[src/rtl/i_fetch.sv]
// Instruction-fetch stage: owns the PC, handshakes with the instruction cache and
// writes {pc, instruction, valid, rvfi seed} into the IF/ID buffer consumed by i_decode.
package i_fetch_pkg;
  localparam int unsigned XLEN = 32;
  localparam int unsigned ORDER_W = 64;

  typedef struct packed {
    logic [XLEN-1:0] word;
  } instr_t;

  typedef struct packed {
    logic               valid;
    logic [ORDER_W-1:0] order;
    logic [XLEN-1:0]    inst;
    logic               trap;
    logic               halt;
    logic               intr;
    logic [1:0]         mode;
    logic [1:0]         ixl;
    logic [4:0]         rs1_addr;
    logic [4:0]         rs2_addr;
    logic [XLEN-1:0]    rs1_rdata;
    logic [XLEN-1:0]    rs2_rdata;
    logic [4:0]         rd_addr;
    logic [XLEN-1:0]    rd_wdata;
    logic [XLEN-1:0]    pc_rdata;
    logic [XLEN-1:0]    pc_wdata;
    logic [XLEN-1:0]    mem_addr;
    logic [3:0]         mem_rmask;
    logic [3:0]         mem_wmask;
    logic [XLEN-1:0]    mem_rdata;
    logic [XLEN-1:0]    mem_wdata;
  } rvfi_t;

  typedef struct packed {
    logic [XLEN-1:0] pc;
    instr_t          ir;
    logic            valid;
    rvfi_t           rvfi_d;
  } IF_ID_stage_t;
endpackage

module i_fetch
  import i_fetch_pkg::*;
#(
  parameter logic [31:0] RESET_PC  = 32'h4000_0000,
  parameter logic [31:0] NOP_INSTR = 32'h0000_0013
) (
  input  logic         clk,
  input  logic         rst,
  output logic         imem_read,
  output logic [31:0]  imem_address,
  input  logic [31:0]  imem_rdata,
  input  logic         imem_resp,
  input  logic         stall,
  input  logic         branch_take,
  input  logic [31:0]  branch_target,
  output IF_ID_stage_t if_out
);

  typedef enum logic [1:0] {
    FETCH = 2'd0,
    HOLD  = 2'd1,
    KILL  = 2'd2
  } state_t;

  state_t             state;
  logic [XLEN-1:0]    pc_q;
  logic [XLEN-1:0]    addr_q;
  logic [XLEN-1:0]    skid_word;
  logic               read_q;
  logic [ORDER_W-1:0] order_q;
  IF_ID_stage_t       ifid_q;

  logic [XLEN-1:0]    target;
  logic [XLEN-1:0]    pc_inc;
  logic               resp;

  // Builds an IF/ID entry with its rvfi seed; fields decode fills in later stay zero.
  function automatic IF_ID_stage_t make_ifid(input logic [XLEN-1:0] pc,
                                             input logic [XLEN-1:0] word,
                                             input logic valid,
                                             input logic [ORDER_W-1:0] order);
    IF_ID_stage_t r;
    r                 = '0;
    r.pc              = pc;
    r.ir.word         = word;
    r.valid           = valid;
    r.rvfi_d.pc_rdata = pc;
    r.rvfi_d.pc_wdata = XLEN'(pc + XLEN'(4));
    r.rvfi_d.inst     = word;
    r.rvfi_d.valid    = valid;
    r.rvfi_d.order    = order;
    return r;
  endfunction

  assign target       = branch_target & ~XLEN'(3);
  assign pc_inc       = XLEN'(pc_q + XLEN'(4));
  assign resp         = imem_resp & read_q;
  // Request is forced low for the whole reset cycle, not just after the edge.
  assign imem_read    = read_q & rst;
  assign imem_address = addr_q;
  assign if_out       = ifid_q;

  always_ff @(posedge clk) begin
    if (!rst) begin
      state     <= FETCH;
      pc_q      <= RESET_PC;
      addr_q    <= RESET_PC;
      read_q    <= 1'b1;
      skid_word <= NOP_INSTR;
      order_q   <= '0;
      ifid_q    <= make_ifid('0, NOP_INSTR, 1'b0, '0);
    end else if (branch_take) begin
      // Redirect wins over stall and response; a live request without a response must drain.
      pc_q      <= target;
      read_q    <= 1'b1;
      skid_word <= NOP_INSTR;
      ifid_q    <= make_ifid('0, NOP_INSTR, 1'b0, order_q);
      if (state == HOLD || resp) begin
        state  <= FETCH;
        addr_q <= target;
      end else begin
        state  <= KILL;
      end
    end else begin
      unique case (state)
        FETCH: begin
          if (resp) begin
            if (stall) begin
              skid_word <= imem_rdata;
              read_q    <= 1'b0;
              state     <= HOLD;
            end else begin
              ifid_q  <= make_ifid(pc_q, imem_rdata, 1'b1, order_q);
              order_q <= order_q + ORDER_W'(1);
              pc_q    <= pc_inc;
              addr_q  <= pc_inc;
            end
          end else if (!stall) begin
            ifid_q <= make_ifid('0, NOP_INSTR, 1'b0, order_q);
          end
        end
        HOLD: begin
          if (!stall) begin
            ifid_q  <= make_ifid(pc_q, skid_word, 1'b1, order_q);
            order_q <= order_q + ORDER_W'(1);
            pc_q    <= pc_inc;
            addr_q  <= pc_inc;
            read_q  <= 1'b1;
            state   <= FETCH;
          end
        end
        KILL: begin
          // Old address stays on the bus until the cache answers; that word is dropped.
          if (resp) begin
            addr_q <= pc_q;
            state  <= FETCH;
          end
          if (!stall) begin
            ifid_q <= make_ifid('0, NOP_INSTR, 1'b0, order_q);
          end
        end
        default: begin
          state  <= FETCH;
          read_q <= 1'b1;
          addr_q <= pc_q;
        end
      endcase
    end
  end

endmodule

[config.mk]
export PLATFORM = sky130hd
export DESIGN_NAME = i_fetch
export DESIGN_NICKNAME = d
export VERILOG_FILES = /design/src/rtl/i_fetch.sv
export SDC_FILE = /design/constraint.sdc
export NUM_CORES = 1
export LEC_CHECK = 0
export CORE_MARGIN = 1
export CORE_UTILIZATION = 42
export DETAILED_ROUTE_END_ITERATION = 8
export PLACE_DENSITY = 0.7
export SYNTH_ARGS = -nofsm -noshare
export SYNTH_HDL_FRONTEND = slang
export SYNTH_SLANG_ARGS = --single-unit
[constraint.sdc]
create_clock -name clk -period 2.9 [get_ports clk]
set_input_delay 0.29 -clock clk [delete_from_list [all_inputs] [get_ports clk]]
set_output_delay 0.29 -clock clk [all_outputs]
set_load 0.02 [all_outputs]
-- Word-level counts from Yosys, hierarchy flattened
Index checks and enable logic that the tools add are counted.
- mux-type cells: 30
- add/subtract/negate cells: 2
- equal/unequal tests: 12
- reductions and logical operators: 16
- bitwise logic cells: 5
- operator list (kind ; number):
    448-bit 2-to-1 mux ; 4
    448-bit case mux with 3 select lines ; 1
    382-bit 2-to-1 mux ; 1
    32-bit 2-to-1 mux ; 8
    64-bit 2-to-1 mux ; 2
    64-bit case mux with 2 select lines ; 1
    32-bit case mux with 3 select lines ; 1
    64-bit by 1-bit adder with 64-bit output (second input constant) ; 1
    32-bit case mux with 2 select lines ; 1
    32-bit by 3-bit adder with 32-bit output (second input constant) ; 1
    3-bit inequality test (second input constant) ; 5
    3-bit AND reduction ; 5
    2-bit 2-to-1 mux ; 6
    4-bit AND reduction ; 2
    2-bit inequality test (second input constant) ; 3
    2-bit case mux with 3 select lines ; 1
    3-bit nonzero test ; 2
    4-bit inequality test (second input constant) ; 1
    2-bit AND reduction ; 2
    4-bit nonzero test ; 1
    1-bit 2-to-1 mux ; 3
    1-bit NOT ; 3
    1-bit case mux with 3 select lines ; 1
    1-bit AND ; 2
    other kinds (7) ; 7
- output and inout bits: 481
- bits in registers: 611
- word-level logic and storage cells: 96
- bits of input ports: 69

-- Depth between registers and ports, before layout
Gate-level depths: netlist (run 1).
- depth in word-level cells: 5
- gate-level depth with buffers: 11
- gate-level depth less buffers: 7

-- Worst setup path before layout (run 1)
OpenSTA, ideal clock, no wires.
- path type: reg-to-reg
- start point: register state[0]
- end point: register addr_q[25], in the netlist imem_address[25]
- arrival: 2.541 ns
- cell stages (with the launch flop): 11
- setup slack: 0.289 ns
- clock period less this slack: 2.611 ns
- setup time: 0.070 ns
- data required time: 2.830 ns
- path buffers: 3
- cells stage by stage: dfxtp_1 > inv_1 > ha_1 > clkbuf_1 > or2_2 > clkbuf_1 > a21o_1 > mux2i_1 > clkbuf_1 > o221ai_1 > a21oi_1
- longest elaborated chain between the ends: 4
- elaborated cells between the ends (all ways): 10
- those cells by class: 5 x eq/ne; 2 x mux; 3 x reduce/logical
- RTL lines (item ; RTL line ; source):
    from (decl) ; 67 ; state_t state;
    from (signal assigned) ; 107 ; state <= FETCH;
    from (signal assigned) ; 121 ; state <= FETCH;
    from (signal assigned) ; 124 ; state <= KILL;
    2-bit by 1-bit == test with 1-bit output ; 120, 127 ;
    1-bit logical OR ; 120 ; if (state == HOLD || resp) begin
    2-bit by 1-bit inequality test with 1-bit output (no line) ; n/a ;
    3-bit AND reduction (no line) ; n/a ;
    to (signal assigned) ; 122 ; addr_q <= target;
    to (signal assigned) ; 138 ; addr_q <= pc_inc;
    to (signal assigned) ; 149 ; addr_q <= pc_inc;
    to (decl) ; 69 ; logic [XLEN-1:0] addr_q;
Several ways; a longest one is shown, not always the timed one.
A chain may end at the register's enable or synchronous reset.

-- Worst setup path after layout (run 1)
- start point: register state[0]
- end point: register order_q[45]
- longest elaborated chain between the ends: 3
- elaborated cells between the ends (all ways): 6
- those cells by class: 2 x eq/ne; 1 x mux; 3 x reduce/logical
- RTL lines (item ; RTL line ; source):
    2-bit by 1-bit == test with 1-bit output / 2-bit zero test (equally long branches) ; 127 ; unique case (state)
    2-bit nonzero test (no line) / 2-bit inequality test (equally long branches) ; n/a ;
    3-bit AND reduction (no line) ; n/a ;
    to (signal assigned) ; 136 ; order_q <= order_q + ORDER_W'(1);
    to (signal assigned) ; 147 ; order_q <= order_q + ORDER_W'(1);
    to (decl) ; 72 ; logic [ORDER_W-1:0] order_q;
Several ways; a longest one is shown, not always the timed one.

==> results of run 1 <==
-- layout by cell type (no fill, tap or decap), types with 4 or more instances in the layout --
cell               n
nand2_1          254
a21oi_1          225
clkbuf_1          12
clkinv_2          10
nand4_1           45
and3_1           239
mux2i_1            6
o211ai_1           5
or2_2              5
inv_1             14
or3_1             26
o221ai_1           7
a31oi_1            8
clkbuf_8          17
xnor2_1           67
nand2b_1          21
clkdlybuf4s50_1  543
and4_1            12
or4_1             18
nor3_1            27
o21ai_0           45
clkbuf_16         66
buf_4             58
nand3_1           57
and2_1            16
a22oi_1          107
ha_1               5
nor2_1           229
xor2_1            25
dfxtp_1          607
buf_12             8
nor4_1            21
o2bb2ai_1         13
a221o_1            4
a211oi_1           4
o31ai_1           23
-- cell type report --
type / count / area [µm²] / share of cell area, %
clock buffers: 95 / 1930 / 6.39
clock inverters: 23 / 283 / 0.936
diodes: 1 / 2.50 / 0.00828
inverters: 15 / 58.8 / 0.195
repair buffers: 611 / 6040 / 20.0
multi-input cells: 1564 / 8900 / 29.4
flip-flops and latches: 607 / 12200 / 40.2
well taps: 680 / 851 / 2.82
-- stage by stage --
| stage | instances | area [µm²] | setup WS (ns) |
|---|---|---|---|
| 2_1_floorplan | 2401 | 21900 | 0.289 |
| 3_3_place_gp | 3477 | 28000 | 0.205 |
| 3_5_place_dp | 3477 | 28000 | 0.190 |
| 4_1_cts | 3595 | 30200 | 0.332 |
| 5_1_grt | 3596 | 30200 | 0.140 |
| 6_report | 3596 | 30200 | 0.349 |
-- state kept, by name, indices dropped and copies added (netlist names) --
name and count:
if_out 448, imem_address 30, order_q 64, pc_q 30
read_q 1, skid_word 32, state 2
-- path summary, 6_finish.rpt --
path	startpoint	slack [ns]	endpoint	depth (start not counted)
worst max-delay path	state[0]	0.35	order_q[45]	8
worst max register to register	state[0]	0.35	order_q[45]	8
worst min register to register	if_out[385]	0.44	if_out[385]	2
worst min-delay path	branch_take	0.15	order_q[1]	3
-- critical path, delay by kind of cell (launching register included) --
kind            cells  cell delay (ns)
compound gates      2             0.49
fa+ha+maj           1             0.21
buf+inv             2             0.29
flops               1             0.33
simple gates        3             1.15
-- metal layers --
metal  vias to the layer above  routed length, µm  GRT usage, %
met2                       670              32100          40.3
met5                         -                  0             0
met1                      9266              27400          30.1
met3                       140               5480          6.47
li1                       9293                  -             -
met4                         0               2360          10.1
-- report_power, final --
| group | total, W | internal (W) | switching, W |
|---|---|---|---|
| combinational | 0.00181 | 0.000615 | 0.00120 |
| clock | 0.00848 | 0.00496 | 0.00352 |
| sequential | 0.00864 | 0.00849 | 0.000143 |
-- cell families (layout without fill, tap and decap cells) --
kind of cell             count (synthesis)  after routing  synth area share (%)
AND/OR/NAND/NOR                        984            984                  22.6
flip-flops                             607            607                  55.5
AO/OA/AOI/OAI                          472            472                  13.4
buffers and inverters                  230            744                  4.14
XOR/XNOR                                92             92                  3.68
multiplexers                             9              9                 0.423
adder cells (fa/ha/maj)                  5              5                 0.286
other                                    1              3                0.0171
==> impl_metrics.sql, run 1 <==
INSERT INTO impl_metrics (metric_group, metric, value, unit) VALUES
('outcome', 'status', 'completed', ''),
('worst_setup_path', 'cp.required', '3.43', 'ns'),
('logic_synthesis', 'synth.yosys.seq_area_share', '55.5', '%'),
('worst_setup_path', 'critical_path.endpoint_type', 'register', ''),
('clocking', 'post_cts_buffers', '0', ''),
('worst_setup_path', 'critical-path-slowest-cell', 'or3b_2', ''),
('routing', 'antenna_left', '0', ''),
('global_routing', 'grt-ovfl-total', '0', ''),
('cells_and_area', 'post_route_cells_drive_above_1_share', '6.76', '%'),
('worst_setup_path', 'crit_path_cell_trace', 'inv_1 -> ha_1 -> or3b_2 -> a21oi_2 -> nand4_1 -> buf_4 -> or4_1 -> a21oi_1', ''),
('floorplanning', 'core_region_area', '0.0514', 'mm²'),
('floorplanning', 'boundaryPins', '550', ''),
('power', 'power-per-cell-area', '626', 'mW/mm²'),
('global_routing', 'antenna_found_initial', '1', ''),
('routing', 'remaining_drc_errors', '0', ''),
('floorplanning', 'fp.dieH', '230', 'µm'),
('placed_design', 'gp_congestion', '0.951', ''),
('placed_design', 'io_buffer_count', '545', ''),
('timing', 'timing_worst_slew_pin_value', '0.798', 'ns'),
('routing', 'detail_route.vias_per_cell', '5.39', ''),
('timing', 'finalClockSkew', '0.0126', 'ns'),
('clocking', 'cts_htree_levels', '3', ''),
('worst_setup_path', 'critPathKind', 'register to register', ''),
('clocking', 'tritoncts', 'done', ''),
('clocking', 'post_cts_resized', '0', ''),
('cells_and_area', 'layout_area_growth_over_synthesis', '37.9', '%'),
('timing', 'slew-limit-headroom', '46.8', '%'),
('timing', 'totalNegativeSetupSlack', '0', 'ns'),
('floorplanning', 'die_area', '0.0531', 'mm²'),
('routing', 'wire_per_inst', '18.7', 'µm'),
('routing', 'dr.pass1.iters', '6', ''),
('power', 'irDropWorstVdd', '0.580', 'mV'),
('hold_path', 'worstHoldPathType', 'primary input to register', ''),
('global_routing', 'grt_pass1_vias', '18500', ''),
('placed_design', 'dp_hpwl', '45.6', 'mm'),
('cells_and_area', 'finish.utilization', '58.8', '%'),
('clocking', 'numCtsBuffers', '66', ''),
('timing', 'hold_ws', '0.147', 'ns'),
('cells_and_area', 'filler_cell_count', '4358', ''),
('logic_synthesis', 'synth-main-ff-cell', 'dfxtp_1', ''),
('worst_setup_path', 'worstPathMaxFanout', '22', ''),
('job', 'max-cap-violations', '0', ''),
('power', 'total_leakage_power', '11.5', 'nW'),
('timing', 'period_needed', '2.55', 'ns'),
('logic_synthesis', 'fraction_of_registers_with_async_set_or_reset_after_synthesis', '0', '%'),
('cells_and_area', 'fin_nets', '2939', ''),
('timing', 'finalCritPeriodShare', '88.0', '%'),
('global_routing', 'first_pass_grt_wire_length', '104', 'mm'),
('floorplanning', 'initial_core_util', '42.6', '%'),
('global_routing', 'pin_count_of_the_biggest_net_entering_global_routing', '233', ''),
('floorplanning', 'die-width', '230', 'µm'),
('clocking', 'max-clock-path-buffers', '3', ''),
('timing', 'final-hold-violation-count', '0', ''),
('global_routing', 'gr-usage-all-layers', '24.4', '%'),
('routing', 'drt_wl_total', '67.3', 'mm'),
('worst_setup_path', 'worst_setup_path_start_kind', 'register', ''),
('timing', 'finalSetupViolCount', '0', ''),
('routing', 'detailroute.via_count', '19400', ''),
('logic_synthesis', 'postSynthCellCount', '2400', ''),
('logic_synthesis', 'synth_enable_flop_cells', '0', ''),
('clocking', 'cts.root.buffer_cell', 'clkbuf_16', ''),
('clocking', 'postCtsHoldBufs', '0', ''),
('logic_synthesis', 'syn_area', '0.0219', 'mm²'),
('logic_synthesis', 'synth-seq-cells', '607', ''),
('logic_synthesis', 'synthDistinctLibCells', '64', ''),
('logic_synthesis', 'synth.area.top_cells', 'dfxtp_1 55%, and3_1 6.8%, a21oi_1 5.1%, nand2_1 4.4%, nor2_1 3.9%', ''),
('logic_synthesis', 'count_of_warnings_emitted_by_yosys', '0', ''),
('routing', 'detail_route.iter0.violations', '1557', ''),
('clocking', 'insertion_delay', '0.62', 'ns'),
('logic_synthesis', 'yosysMostFrequentCell', 'dfxtp_1', ''),
('timing', 'slew_viol_final', '0', '');
Note: power is estimated with default switching activity, not from simulation.
==> run 2, diff against run 1 <==
CORE_ASPECT_RATIO = 1.4   (was not set)
SKIP_LAST_GASP = 1   (was not set)
==> run 2 against run 1 <==
  * First-iteration DRC count fell by 19%
  * Sequential share of layout area up 0.19 points
  * Cell count is 0.83% lower
  * Global-route usage rose by 0.79 points
  * Sequential power about the same
  * Worst hold slack better by 0.041 ns
  * Cell area fell by 0.46%
  * Clock skew grew 0.011 ns
  * Die area hardly changed
  * Combinational power up 2%
  * Highest routed layer is now met5
  * Register-to-register slack lost 0.04 ns
  * Power is 2.0% lower
==> impl_metrics.sql, run 2 (same netlist as run 1, synthesis figures left out) <==
INSERT INTO impl_metrics (metric_group, metric, value, unit) VALUES
('worst_setup_path', 'depth_of_the_worst_register_to_register_path', '9', ''),
('floorplanning', 'die_area', '0.0531', 'mm²'),
('worst_setup_path', 'critical-path-slowest-cell', 'or3b_2', ''),
('cells_and_area', 'fin_nets', '2937', ''),
('floorplanning', 'rows', '98', ''),
('worst_setup_path', 'crit_path_cell_trace', 'inv_1 -> ha_1 -> or3b_2 -> a21oi_2 -> buf_12 -> nand4_1 -> buf_4 -> or4_1 -> a21oi_1', ''),
('worst_setup_path', 'combined_buffer_and_inverter_count_along_the_critical_path', '3', ''),
('floorplanning', 'core_region_area', '0.0513', 'mm²'),
('clocking', 'max-clock-path-buffers', '3', ''),
('clocking', 'post_cts_resized', '0', ''),
('power', 'total_leakage_power', '11.4', 'nW'),
('cells_and_area', 'layout_area_growth_over_synthesis', '37.3', '%'),
('global_routing', 'grt-ovfl-total', '0', ''),
('placed_design', 'gp_congestion', '0.917', ''),
('hold_path', 'hold_path_end', 'pc_q[2]', ''),
('routing', 'detailroute.via_count', '19300', ''),
('worst_setup_path', 'cp.required', '3.43', 'ns'),
('floorplanning', 'fp.dieH', '272', 'µm'),
('routing', 'detail_route.iter0.violations', '1261', ''),
('worst_setup_path', 'critPathKind', 'register to register', ''),
('cells_and_area', 'filler_cell_count', '4468', ''),
('routing', 'detail_route.vias_per_cell', '5.40', ''),
('worst_setup_path', 'setup.reg_to_reg.worst_slack', '0.31', 'ns'),
('worst_setup_path', 'path_delay_family', 'simple AND/OR/NAND/NOR gates', ''),
('timing', 'finalClockSkew', '0.0231', 'ns'),
('timing', 'fin_ws', '0.306', 'ns'),
('clocking', 'insertion_delay', '0.62', 'ns'),
('cells_and_area', 'largest_register_ff_count', '448', ''),
('worst_setup_path', 'critPathMaxStageDelay', '0.51', 'ns'),
('worst_setup_path', 'worstReg2RegEnd', 'order_q[45]', ''),
('routing', 'remaining_drc_errors', '0', ''),
('timing', 'finalSetupViolCount', '0', ''),
('placed_design', 'dp_hpwl', '48.5', 'mm'),
('cells_and_area', 'post_route_cells_drive_above_1_share', '6.87', '%'),
('global_routing', 'grt_pass1_vias', '18500', ''),
('power', 'finalPower', '0.0186', 'W'),
('timing', 'fmaxAchievable', '0.385', 'GHz'),
('timing', 'final-hold-violation-count', '0', ''),
('hold_path', 'worstHoldPathType', 'primary input to register', ''),
('cells_and_area', 'most_common_cell_after_layout_fill_and_taps_aside', 'dfxtp_1', ''),
('clocking', 'cts_htree_levels', '2', ''),
('global_routing', 'pin_count_of_the_biggest_net_entering_global_routing', '233', ''),
('timing', 'timing_worst_slew_pin_value', '0.846', 'ns'),
('outcome', 'status', 'completed', ''),
('global_routing', 'gr-usage-all-layers', '25.2', '%'),
('routing', 'wire_per_inst', '19.5', 'µm'),
('global_routing', 'antenna_found_initial', '8', ''),
('routing', 'dr.pass1.iters', '5', ''),
('worst_setup_path', 'cp.arrival', '3.12', 'ns'),
('power', 'irDropWorstVdd', '0.513', 'mV'),
('clocking', 'clkSlewWorstSetupHoldPaths', '0.07', 'ns'),
('placed_design', 'detailedPlace.worstSlack', '0.212', 'ns'),
('hold_path', 'hold_start', 'branch_take', ''),
('power', 'power-per-cell-area', '617', 'mW/mm²'),
('timing', 'totalNegativeSetupSlack', '0', 'ns'),
('worst_setup_path', 'critical_path.endpoint_type', 'register', ''),
('floorplanning', 'die-width', '195', 'µm'),
('global_routing', 'first_pass_grt_wire_length', '107', 'mm'),
('cells_and_area', 'finish.instance_area', '0.0301', 'mm²'),
('timing', 'slew_viol_final', '0', ''),
('clocking', 'tritoncts', 'done', ''),
('routing', 'drt_wl_total', '69.5', 'mm'),
('floorplanning', 'initial_core_util', '42.7', '%'),
('worst_setup_path', 'worst-path-stages', '9', ''),
('worst_setup_path', 'worstPathMaxFanout', '22', ''),
('clocking', 'numClockSinks', '607', ''),
('timing', 'period_needed', '2.59', 'ns'),
('timing', 'slew-limit-headroom', '43.6', '%'),
('clocking', 'numCtsBuffers', '59', ''),
('floorplanning', 'boundaryPins', '550', ''),
('clocking', 'cts.root.buffer_cell', 'clkbuf_16', ''),
('worst_setup_path', 'worst_setup_path_start_kind', 'register', ''),
('hold_path', 'timing.hold.worst_path_depth', '3', ''),
('timing', 'rsz0062_at_grt', 'no', ''),
('worst_setup_path', 'critical_path.reg2reg.startpoint', 'state[0]', ''),
('cells_and_area', 'most-common-layout-cells', '607 x dfxtp_1, 543 x clkdlybuf4s50_1, 254 x nand2_1', ''),
('placed_design', 'placedInstanceArea', '0.0280', 'mm²'),
('job', 'max-cap-violations', '0', ''),
('timing', 'finalCritPeriodShare', '89.5', '%'),
('placed_design', 'io_buffer_count', '545', ''),
('routing', 'antenna_left', '0', '');
[run 2: changes by cell type in the layout (fill, tap and decap cells not counted), moves of 2 or more]
| cell | previous run | this run |
|---|---|---|
| clkbuf_16 | 66 | 60 |
| inv_16 | 3 | 0 |
| clkinv_2 | 10 | 17 |
| buf_4 | 58 | 62 |
| clkbuf_8 | 17 | 11 |
| diode_2 | 1 | 3 |
| clkinvlp_4 | 1 | 5 |
| clkinv_8 | 3 | 1 |
| bufinv_16 | 3 | 7 |
| clkbuf_1 | 12 | 6 |
[run 2: layout make-up]
type / instances / area, µm² / area share (%)
flip-flops and latches: 607 / 12200 / 40.4
multi-input cells: 1564 / 8900 / 29.6
repair buffers: 616 / 6080 / 20.2
clock buffers: 77 / 1680 / 5.57
well taps: 650 / 813 / 2.70
clock inverters: 34 / 387 / 1.29
inverters: 15 / 58.8 / 0.196
diodes: 3 / 7.51 / 0.0250
[run 2: power breakdown]
| group | internal (W) | leakage [nW] | switching, W | total (W) |
|---|---|---|---|---|
| logic | 0.000634 | 5.52 | 0.00121 | 0.00185 |
| registers | 0.00849 | 4.91 | 0.000147 | 0.00864 |
| clock network | 0.00471 | 1.02 | 0.00337 | 0.00808 |
[run 2: worst min-delay path, cell delays in order]
cell and delay, ns:
buf_2 0.26, nand2_1 0.14, a21oi_1 0.06
[run 2: layer usage]
metal,global-route usage (%),up-vias,share of wire (%)
li1,-,9292,-
met2,44.0,649,50
met3,7.05,150,7.6
met5,0,-,0.073
met1,29.0,9159,39
met4,10.2,8,3.7
[run 2: what timing repair did]
item / 4_1_cts / 5_1_grt
setup buffers: 0 / 0
hold buffers: 1 / 0
endpoints found under the hold margin: 2 / 0
[run 2: worst max-delay path by stage]
stage / to / start
floorplan: imem_address[25] / state[0]
global placement: order_q[28] / stall
detailed placement: order_q[45] / stall
CTS: order_q[45] / state[0]
global route: order_q[29] / state[0]
finish: order_q[45] / state[0]
[run 2: through the flow]
step	instances	utilization (%)	hold WS, ns
global route	3565	58.7	0.220
CTS	3563	58.7	0.159
floorplan	2401	-	0.414
finish	3566	58.7	0.188
detailed placement	3451	54.6	0.438
global placement	3451	54.6	0.432
